`src/rtl/y2r_pkg.sv`:
```
// Shared constants, FSM state type and config helper for the y2r colour-space converter.
// Vectors are packed MSB-first: c00 / o0 / y / r occupy the top slice of their bus.
package y2r_pkg;

    localparam int PARA_DW = 12;
    localparam int PIX_DW  = 8;
    localparam int ACC_W   = 24;
    localparam int OFS_W   = PARA_DW + 8;
    localparam int PROD_W  = PIX_DW + PARA_DW + 1;

    localparam logic [4:0] SHIFT_MIN = 5'd8;
    localparam logic [4:0] SHIFT_MAX = 5'd17;

    typedef enum logic {
        RUN  = 1'b0,
        PEND = 1'b1
    } cfg_state_e;

    function automatic logic [4:0] clamp_shift(input logic [4:0] raw);
        logic [4:0] res;
        if (raw < SHIFT_MIN) begin
            res = SHIFT_MIN;
        end else if (raw > SHIFT_MAX) begin
            res = SHIFT_MAX;
        end else begin
            res = raw;
        end
        return res;
    endfunction

endpackage

```
`src/rtl/y2r_row_mac.sv`:
```
// One output row of the converter: three products, offset/round bias, arithmetic
// shift and clip to an unsigned pixel, across three stall-gated pipeline stages.
module y2r_row_mac
    import y2r_pkg::*;
(
    input  logic                 clk_in,
    input  logic                 rst_in,
    input  logic                 i_en,
    input  logic [3*PIX_DW-1:0]  i_pix,
    input  logic [3*PARA_DW-1:0] i_coef,
    input  logic [OFS_W-1:0]     i_offset,
    input  logic                 i_offset_en,
    input  logic [7:0]           i_round,
    input  logic [4:0]           i_shift,
    output logic [PIX_DW-1:0]    o_res
);

    logic signed [PROD_W-1:0] w_prod [3];
    logic signed [PROD_W-1:0] r_prod [3];
    logic signed [ACC_W-1:0]  w_acc;
    logic signed [ACC_W-1:0]  r_acc;
    logic signed [ACC_W-1:0]  w_shr;
    logic [PIX_DW-1:0]        w_clip;
    logic [PIX_DW-1:0]        r_res;

    // S1 products: pixel zero-extended, coefficient sign-extended to the product width
    always_comb begin
        for (int k = 0; k < 3; k++) begin
            w_prod[k] = $signed({{(PROD_W-PIX_DW){1'b0}}, i_pix[(2-k)*PIX_DW +: PIX_DW]})
                      * $signed({{(PROD_W-PARA_DW){i_coef[(2-k)*PARA_DW + PARA_DW - 1]}},
                                 i_coef[(2-k)*PARA_DW +: PARA_DW]});
        end
    end

    // S2 accumulation of products, optional offset, round bias and half-LSB of the shift
    always_comb begin
        w_acc = {{(ACC_W-PROD_W){r_prod[0][PROD_W-1]}}, r_prod[0]}
              + {{(ACC_W-PROD_W){r_prod[1][PROD_W-1]}}, r_prod[1]}
              + {{(ACC_W-PROD_W){r_prod[2][PROD_W-1]}}, r_prod[2]}
              + {{(ACC_W-8){1'b0}}, i_round}
              + ({{(ACC_W-1){1'b0}}, 1'b1} << (i_shift - 5'd1));
        if (i_offset_en) begin
            w_acc = w_acc + {{(ACC_W-OFS_W){i_offset[OFS_W-1]}}, i_offset};
        end else begin
            w_acc = w_acc;
        end
    end

    // S3 arithmetic shift and saturation into the unsigned pixel range
    always_comb begin
        w_shr = r_acc >>> i_shift;
        if (w_shr[ACC_W-1]) begin
            w_clip = {PIX_DW{1'b0}};
        end else if (|w_shr[ACC_W-2:PIX_DW]) begin
            w_clip = {PIX_DW{1'b1}};
        end else begin
            w_clip = w_shr[PIX_DW-1:0];
        end
    end

    // Pipeline registers, all advancing together on the shared enable
    always_ff @(posedge clk_in) begin
        if (rst_in) begin
            for (int k = 0; k < 3; k++) begin
                r_prod[k] <= '0;
            end
            r_acc <= '0;
            r_res <= '0;
        end else if (i_en) begin
            for (int k = 0; k < 3; k++) begin
                r_prod[k] <= w_prod[k];
            end
            r_acc <= w_acc;
            r_res <= w_clip;
        end
    end

    assign o_res = r_res;

endmodule

```
`src/rtl/y2r_csc_pipe.sv`:
```
// Pipelined YUV-to-RGB converter with shadowed configuration that is swapped in
// only once every in-flight pixel has left the pipeline.
module y2r_csc_pipe
    import y2r_pkg::*;
(
    input  logic                 clk_in,
    input  logic                 rst_in,
    input  logic                 cfg_load,
    input  logic [9*PARA_DW-1:0] cfg_coef,
    input  logic [3*OFS_W-1:0]   cfg_offset,
    input  logic [4:0]           cfg_shift,
    input  logic [7:0]           cfg_round,
    input  logic                 cfg_offset_en,
    output logic                 cfg_busy,
    input  logic                 in_valid,
    output logic                 in_ready,
    input  logic [3*PIX_DW-1:0]  in_pix,
    output logic                 out_valid,
    input  logic                 out_ready,
    output logic [3*PIX_DW-1:0]  out_pix
);

    cfg_state_e           r_state;
    cfg_state_e           w_state_nxt;
    logic [9*PARA_DW-1:0] r_sh_coef;
    logic [9*PARA_DW-1:0] r_act_coef;
    logic [3*OFS_W-1:0]   r_sh_ofs;
    logic [3*OFS_W-1:0]   r_act_ofs;
    logic [4:0]           r_sh_shift;
    logic [4:0]           r_act_shift;
    logic [7:0]           r_sh_round;
    logic [7:0]           r_act_round;
    logic                 r_sh_oe;
    logic                 r_act_oe;
    logic                 r_v1;
    logic                 r_v2;
    logic                 r_v3;
    logic                 w_adv;
    logic                 w_accept;
    logic                 w_empty;
    logic                 w_swap;
    logic [3*PIX_DW-1:0]  w_res;

    assign w_adv     = !r_v3 || out_ready;
    assign in_ready  = w_adv && (r_state == RUN);
    assign w_accept  = in_valid && in_ready;
    assign w_empty   = !r_v1 && !r_v2 && !r_v3;
    // A fresh load in PEND restarts the wait so the newest shadow is the one applied
    assign w_swap    = (r_state == PEND) && w_empty && !cfg_load;
    assign cfg_busy  = (r_state == PEND);
    assign out_valid = r_v3;
    assign out_pix   = w_res;

    // Config FSM state register
    always_ff @(posedge clk_in) begin
        if (rst_in) begin
            r_state <= RUN;
        end else begin
            r_state <= w_state_nxt;
        end
    end

    // Config FSM next-state decode
    always_comb begin
        w_state_nxt = r_state;
        case (r_state)
            RUN: begin
                if (cfg_load) begin
                    w_state_nxt = PEND;
                end else begin
                    w_state_nxt = RUN;
                end
            end
            PEND: begin
                if (w_swap) begin
                    w_state_nxt = RUN;
                end else begin
                    w_state_nxt = PEND;
                end
            end
            default: w_state_nxt = RUN;
        endcase
    end

    // Shadow capture on every load and shadow-to-active copy at the swap
    always_ff @(posedge clk_in) begin
        if (rst_in) begin
            r_sh_coef   <= '0;
            r_sh_ofs    <= '0;
            r_sh_shift  <= SHIFT_MIN;
            r_sh_round  <= 8'd0;
            r_sh_oe     <= 1'b0;
            r_act_coef  <= '0;
            r_act_ofs   <= '0;
            r_act_shift <= SHIFT_MIN;
            r_act_round <= 8'd0;
            r_act_oe    <= 1'b0;
        end else begin
            if (cfg_load) begin
                r_sh_coef  <= cfg_coef;
                r_sh_ofs   <= cfg_offset;
                r_sh_shift <= clamp_shift(cfg_shift);
                r_sh_round <= cfg_round;
                r_sh_oe    <= cfg_offset_en;
            end
            if (w_swap) begin
                r_act_coef  <= r_sh_coef;
                r_act_ofs   <= r_sh_ofs;
                r_act_shift <= r_sh_shift;
                r_act_round <= r_sh_round;
                r_act_oe    <= r_sh_oe;
            end
        end
    end

    // Stage valid flags under the global stall
    always_ff @(posedge clk_in) begin
        if (rst_in) begin
            r_v1 <= 1'b0;
            r_v2 <= 1'b0;
            r_v3 <= 1'b0;
        end else if (w_adv) begin
            r_v1 <= w_accept;
            r_v2 <= r_v1;
            r_v3 <= r_v2;
        end
    end

    for (genvar j = 0; j < 3; j++) begin : g_row
        y2r_row_mac u_row (
            .clk_in      (clk_in),
            .rst_in      (rst_in),
            .i_en        (w_adv),
            .i_pix       (in_pix),
            .i_coef      (r_act_coef[(2-j)*3*PARA_DW +: 3*PARA_DW]),
            .i_offset    (r_act_ofs[(2-j)*OFS_W +: OFS_W]),
            .i_offset_en (r_act_oe),
            .i_round     (r_act_round),
            .i_shift     (r_act_shift),
            .o_res       (w_res[(2-j)*PIX_DW +: PIX_DW])
        );
    end

endmodule

```
`config.mk`:
```
export PLATFORM = sky130hd
export DESIGN_NAME = y2r_csc_pipe
export DESIGN_NICKNAME = d
export VERILOG_FILES = /design/src/rtl/y2r_pkg.sv /design/src/rtl/y2r_row_mac.sv /design/src/rtl/y2r_csc_pipe.sv
export SDC_FILE = /design/constraint.sdc
export NUM_CORES = 2
export LEC_CHECK = 0
export ABC_AREA = 0
export CAP_MARGIN = 40
export CELL_PAD_IN_SITES_DETAIL_PLACEMENT = 1
export CELL_PAD_IN_SITES_GLOBAL_PLACEMENT = 2
export CORE_AREA = 3 3 421 423
export DETAILED_ROUTE_END_ITERATION = 12
export DIE_AREA = 0 0 424 426
export HOLD_SLACK_MARGIN = 0.15
export PLACE_DENSITY = 0.86
export SLEW_MARGIN = 0
export SYNTH_ARGS = -nofsm -noshare
export SYNTH_HDL_FRONTEND = slang
export SYNTH_SLANG_ARGS = --single-unit
```
`constraint.sdc`:
```
create_clock -name clk_in -period 10.4 [get_ports clk_in]
set_clock_uncertainty 0.15 [all_clocks]
set_input_delay 1.56 -clock clk_in [delete_from_list [all_inputs] [get_ports clk_in]]
set_output_delay 1.56 -clock clk_in [all_outputs]
set_load 0.03 [all_outputs]
```
**Word-level counts from Yosys, hierarchy flattened**

Memory sizes are Yosys's and may differ from the RTL's.
Cells that the tools add are included.

- Add/sub/neg operators: 16
- Multipliers: 9
- Magnitude comparators: 2
- Shift-type cells: 4
- Muxes and demuxes: 28
- Bitwise gates (word level): 10
- Reduce and logical (&&, ||, !) cells: 14

Operators with widths:

| kind | count |
|---|---|
| adder 24 bit | 9 |
| multiplier 9 x 12 -> 21 bit | 9 |
| two-way mux 21 bit | 9 |
| adder 24 x 8 -> 24 bit | 3 |
| two-way mux 24 bit | 3 |
| >>> shifter 24 x 5 -> 24 bit | 3 |
| adder 21 x 21 -> 22 bit | 3 |
| two-way mux 8 bit | 6 |
| OR reduction 15 bit | 3 |
| << shifter 1 x 5 -> 24 bit, first input constant | 1 |
| two-way mux 5 bit | 2 |
| OR 1 bit | 9 |
| two-way mux 1 bit | 7 |
| logical AND 1 bit | 6 |
| > comparator 5 bit, second input constant | 1 |
| < comparator 5 x 4 -> 1 bit, second input constant | 1 |
| subtractor 5 x 1 -> 5 bit, second input constant | 1 |
| zero test 1 bit | 4 |
| case mux 1 bit (2 select lines) | 1 |
| logical OR 1 bit | 1 |
| inverter 1 bit | 1 |

- Register bits after elaboration: 464
- RAM bits: 189
- Bits of input ports: 211
- Logic and storage cells: 106
- Memories kept: 3

Memories:

| memory | words | width | read ports | clocked after memory_dff | wr ports | RTL line | RTL |
|---|---|---|---|---|---|---|---|
| g_row[0].u_row.r_prod | 3 | 21 | 3 | 0 | 3 | y2r_row_mac.sv:19 | `logic signed [PROD_W-1:0] r_prod [3];` |
| g_row[1].u_row.r_prod | 3 | 21 | 3 | 0 | 3 | y2r_row_mac.sv:19 |  |
| g_row[2].u_row.r_prod | 3 | 21 | 3 | 0 | 3 | y2r_row_mac.sv:19 |  |

**Longest topological paths before layout**

- Word-level depth: 7
- Depth in mapped cells: 37
- Mapped depth without buffers: 34

**Modules after synthesis**

From an unflattened synthesis, not the netlist that was laid out.

- Cells, all modules: 7,621
- Area total of the unflattened synthesis: 71,391.0 um^2

Modules (own cells, without submodules):

| module | instances | cells an instance | area an instance (um^2) |
|---|---|---|---|
| y2r_row_mac (g_row[2].u_row) | 1 | 2,075 | 18,970.7 |
| y2r_row_mac (g_row[1].u_row) | 1 | 2,069 | 18,874.4 |
| y2r_row_mac (g_row[0].u_row) | 1 | 2,076 | 18,739.2 |
| y2r_csc_pipe | 1 | 1,401 | 14,806.7 |

**Least setup slack after synthesis**

No wires, ideal clock.

- Path type: register to register
- Start: register r_act_shift[1]
- End: register g_row[2].u_row.r_acc[23]
- Library setup time: 0.132 ns
- Arrival: 7.015 ns
- Required time: 10.118 ns
- Slack: 3.103 ns
- Cell stages (with the launch flop): 32
- Clock period less this slack: 7.297 ns
- Cell sequence: dfxtp_1 > buf_2 > buf_2 > buf_2 > buf_2 > buf_2 > clkbuf_1 > nand2_1 > nor2_1 > nand2_1 > fa_1 > inv_1 > fa_1 > ha_1 > inv_1 > fa_1 > nor2b_4 > o31a_1 > o2111a_2 > nor3_4 > a211oi_2 > or3_2 > a21oi_1 > xnor2_1 > ha_1 > and3_1 > a2111oi_0 > o21ai_0 > xor2_1 > a21oi_1 > o21ai_0 > o311ai_1

- Longest elaborated chain between the ends: 5

Ends and longest elaborated chain:

| what | RTL line | RTL |
|---|---|---|
| start: declaration | y2r_csc_pipe.sv:30 | `logic [4:0] r_act_shift;` |
| start signal: assignment | y2r_csc_pipe.sv:109 | `r_act_shift <= r_sh_shift;` |
| subtractor 5 x 1 -> 5 bit (*) | y2r_row_mac.sv:41 | `+ ({{(ACC_W-1){1'b0}}, 1'b1} << (i_shift - 5'd1));` |
| << shifter 1 x 5 -> 24 bit (*) | y2r_row_mac.sv:41 |  |
| adder 24 bit (*) | y2r_row_mac.sv:41 |  |
| adder 24 bit | y2r_row_mac.sv:43 | `w_acc = w_acc + {{(ACC_W-OFS_W){i_offset[OFS_W-1]}}, i_offset};` |
| two-way mux 24 bit (*) | y2r_row_mac.sv:42 | `if (i_offset_en) begin` |
| end signal: assignment | y2r_row_mac.sv:73 | `r_acc <= w_acc;` |
| end: declaration | y2r_row_mac.sv:21 | `logic signed [ACC_W-1:0] r_acc;` |

Mark *: on every way between the ends. The rest lies on a longest branch, timed or not.
A chain may end at the register's enable or synchronous reset.

==> flow_summary.json <==
{
  "vdd_drop_max_v": 0.0001169,
  "switchingPower_mw": 2.488,
  "seqPwrFrac_pct": 37.7,
  "async_flop_share_pct": 0,
  "hp-class": "flip-flop to flip-flop",
  "worstPathRequired_ns": 10.87,
  "cpPeakStageDelay_ns": 0.47,
  "startpoint_type": "flip-flop",
  "worstPathArrival_ns": 8.60,
  "end_kind": "flip-flop",
  "hold_violations": 0,
  "grt_pass1_wl_mm": 330.6,
  "initial_core_util_pct": 39.95,
  "p_clk_share_pct": 40.1,
  "p_leak_nw": 37.03,
  "area_delta_synth_final_pct": 10.97,
  "ys.flop_type": "dfxtp_1",
  "dp_hpwl_mm": 167.3,
  "synth.distinct_cells": 91,
  "worst_pin_slew_ns": 1.013,
  "max_slew_margin_pct": 31.97,
  "yosysWarnings": 0,
  "synthCells": 7810,
  "cts_tree": "built",
  "setup_ws_ns": 2.274,
  "totalWireLength_mm": 208.2,
  "seqCellArea_mm2": 0.01497,
  "clockBufferDepth": 3,
  "period_share_pct": 78.13,
  "status": "finished, final reports clean",
  "core-area_mm2": 0.1738,
  "die_w_um": 424,
  "yosys.area.top_type": "fa_1",
  "port_buffers": 237,
  "cts_buffers": 85,
  "grt_use_total_pct": 23.15,
  "cap_viol_max_count": 0,
  "vias_per_cell": 5.216,
  "postCtsResizedCells": 0,
  "route.detailed.drc": 0,
  "drive_above_1_share_pct": 4.212,
  "cts_htree_levels": 3,
  "crit_path_max_fanout": 6,
  "clockRootBuffer": "clkbuf_16",
  "power.density_mw_per_mm2": 100.2,
  "cts.sink_count": 653,
  "placementRows": 153,
  "grt_pass1_vias": 58230,
  "synth_enable_flop_cells": 189,
  "place_ws_ns": 2.160,
  "syn_area_per_cell_um2": 8.892,
  "synth_seq_cells": 653,
  "multiInputGateArea_mm2": 0.04857,
  "synth_top_area_share_pct": 23.09,
  "setup_viol": 0,
  "ant_nets": 0,
  "grt.overflow.total": 0,
  "wl_per_cell_um": 20.25,
  "synthesis.nets": 9455,
  "vias": 53620,
  "synthesis.area_mm2": 0.06944,
  "n_fill_cell": 20350,
  "crit_top_cell": "a21oi_1",
  "layout.nets": 9530,
  "drv_slew": 0,
  "yosys-top-cells-area": "fa_1 23%, dfxtp_1 13%, ha_1 11%",
  "cts.clk_slew.worst_paths_ns": 0.06,
  "cts_hold_buf": 0,
  "fin_area_mm2": 0.07706,
  "fmax_ghz": 0.1231,
  "yosysMostFrequentCell": "inv_1",
  "setup-tns-final_ns": 0,
  "combPwrFrac_pct": 22.2,
  "synth_commonest_cells": "1245 x inv_1, 957 x nand2_1, 801 x fa_1, 633 x ha_1, 608 x and2_1",
  "grt_max_degree": 98,
  "die_h_um": 426,
  "crit_slowest_cell": "fa_1",
  "drt-initial-drc-count": 2502,
  "placed_cell_area_mm2": 0.07410,
  "seq_area_frac_synth_pct": 21.55,
  "gp_congestion": 0.9858,
  "die-area_mm2": 0.1806,
  "rsz0062_at_grt": "no",
  "fin_crit_ns": 8.126,
  "first_pass_iters": 5,
  "critPathKind": "flip-flop to flip-flop",
  "io_pins": 238,
  "switching_share_pct": 32.23,
  "cts_setup_buffers": 0,
  "antenna_found_initial": 6,
  "clock_latency_ns": 0.75,
  "intPower_mw": 5.230
}
critical path, delay by kind of cell, from the launching register on:
kind            cells  cell delay, ns
xor+xnor            3            0.55
compound gates     17            4.01
simple gates        4            0.80
buf+inv             1            0.08
fa+ha+maj           6            2.01
flops               1            0.39
per-stage QoR:
step	hold WS [ns]	utilization (%)	power (mW)	cells
final	0.2967	44.33	7.718	10280
after global routing	0.3199	44.33	8.107	10280
after CTS	0.3029	44.32	7.820	10280
after detailed placement	0.2966	42.63	4.667	10120
after global placement	0.2877	42.54	4.605	10110
after floorplan	0.2705	-	4.011	7810
cells in the final DEF, fill, tap and decap left out, types with 231 or more instances in the layout:
cell / instances
mux2i_1: 272
ha_1: 633
inv_1: 1244
and2_1: 607
a21oi_1: 448
fa_1: 801
nor2_1: 454
o21ai_0: 231
nand2_1: 957
dfxtp_1: 460
clkdlybuf4s50_1: 234
registers in the layout, summed over array words and instances, names as in the netlist:
register / cells
cfg_busy: 1
r_v2: 1
r_sh_shift: 5
r_act_round: 8
r_act_ofs: 60
g_row.u_row.r_prod: 189
g_row.u_row.r_acc: 72
r_sh_ofs: 60
r_act_oe: 1
r_act_shift: 5
r_v1: 1
r_sh_coef: 108
r_sh_round: 8
out_valid: 1
g_row.u_row.o_res: 24
r_sh_oe: 1
r_act_coef: 108
layer usage:
layer | share of wire [%] | wire length [um] | vias to the layer above | GRT usage, %
li1 | - | - | 25250 | -
met1 | 45 | 93440 | 27240 | 30.19
met2 | 48 | 99870 | 863 | 39.47
met3 | 3.6 | 7434 | 274 | 2.800
met4 | 3.6 | 7481 | 0 | 8.245
met5 | 0 | 0 | - | 0
kinds of logic (layout without fill, tap and decap cells):
| group | after synthesis | in the layout | share of synthesized area [%] |
|---|---|---|---|
| fa+ha+maj | 1434 | 1434 | 34.50 |
| simple gates | 2414 | 2414 | 16.53 |
| compound gates | 1119 | 1119 | 10.02 |
| buf+inv | 1565 | 1709 | 8.533 |
| other cells | 0 | 2 | 0 |
| mux | 320 | 320 | 5.023 |
| xor+xnor | 305 | 305 | 3.847 |
| flops | 653 | 653 | 21.55 |
cell type report:
class / count / area share (%)
repair buffers: 306 / 3.866
well taps: 2325 / 3.775
clock buffers: 111 / 3.281
clock inverters: 45 / 0.5261
inverters: 1247 / 6.081
multi-input cells: 5592 / 63.03
flip-flops and latches: 653 / 19.43
diodes: 2 / 0.006495
power groups by stage:
stage | sequential (mW) | clock [mW] | combinational (mW)
final | 2.91 | 3.09 | 1.71
after detailed placement | 2.96 | 0 | 1.70
after CTS | 2.91 | 3.20 | 1.71
after floorplan | 2.96 | 0 | 1.05
after global placement | 2.96 | 0 | 1.64
after global routing | 2.93 | 3.29 | 1.89
path summary, 6_finish.rpt:
check,slack (ns),end,startpoint,cells past startpoint
worst max-delay path,2.27,g_row[1].u_row.r_acc[23],g_row[1].u_row.r_prod[0][0],31
worst min-delay path,0.30,r_act_ofs[23],r_sh_ofs[23],2
worst max register to register,2.27,g_row[1].u_row.r_acc[23],g_row[1].u_row.r_prod[0][0],31
worst min register to register,0.30,r_act_ofs[23],r_sh_ofs[23],2
No activity file was read; power rests on OpenSTA's default activity.
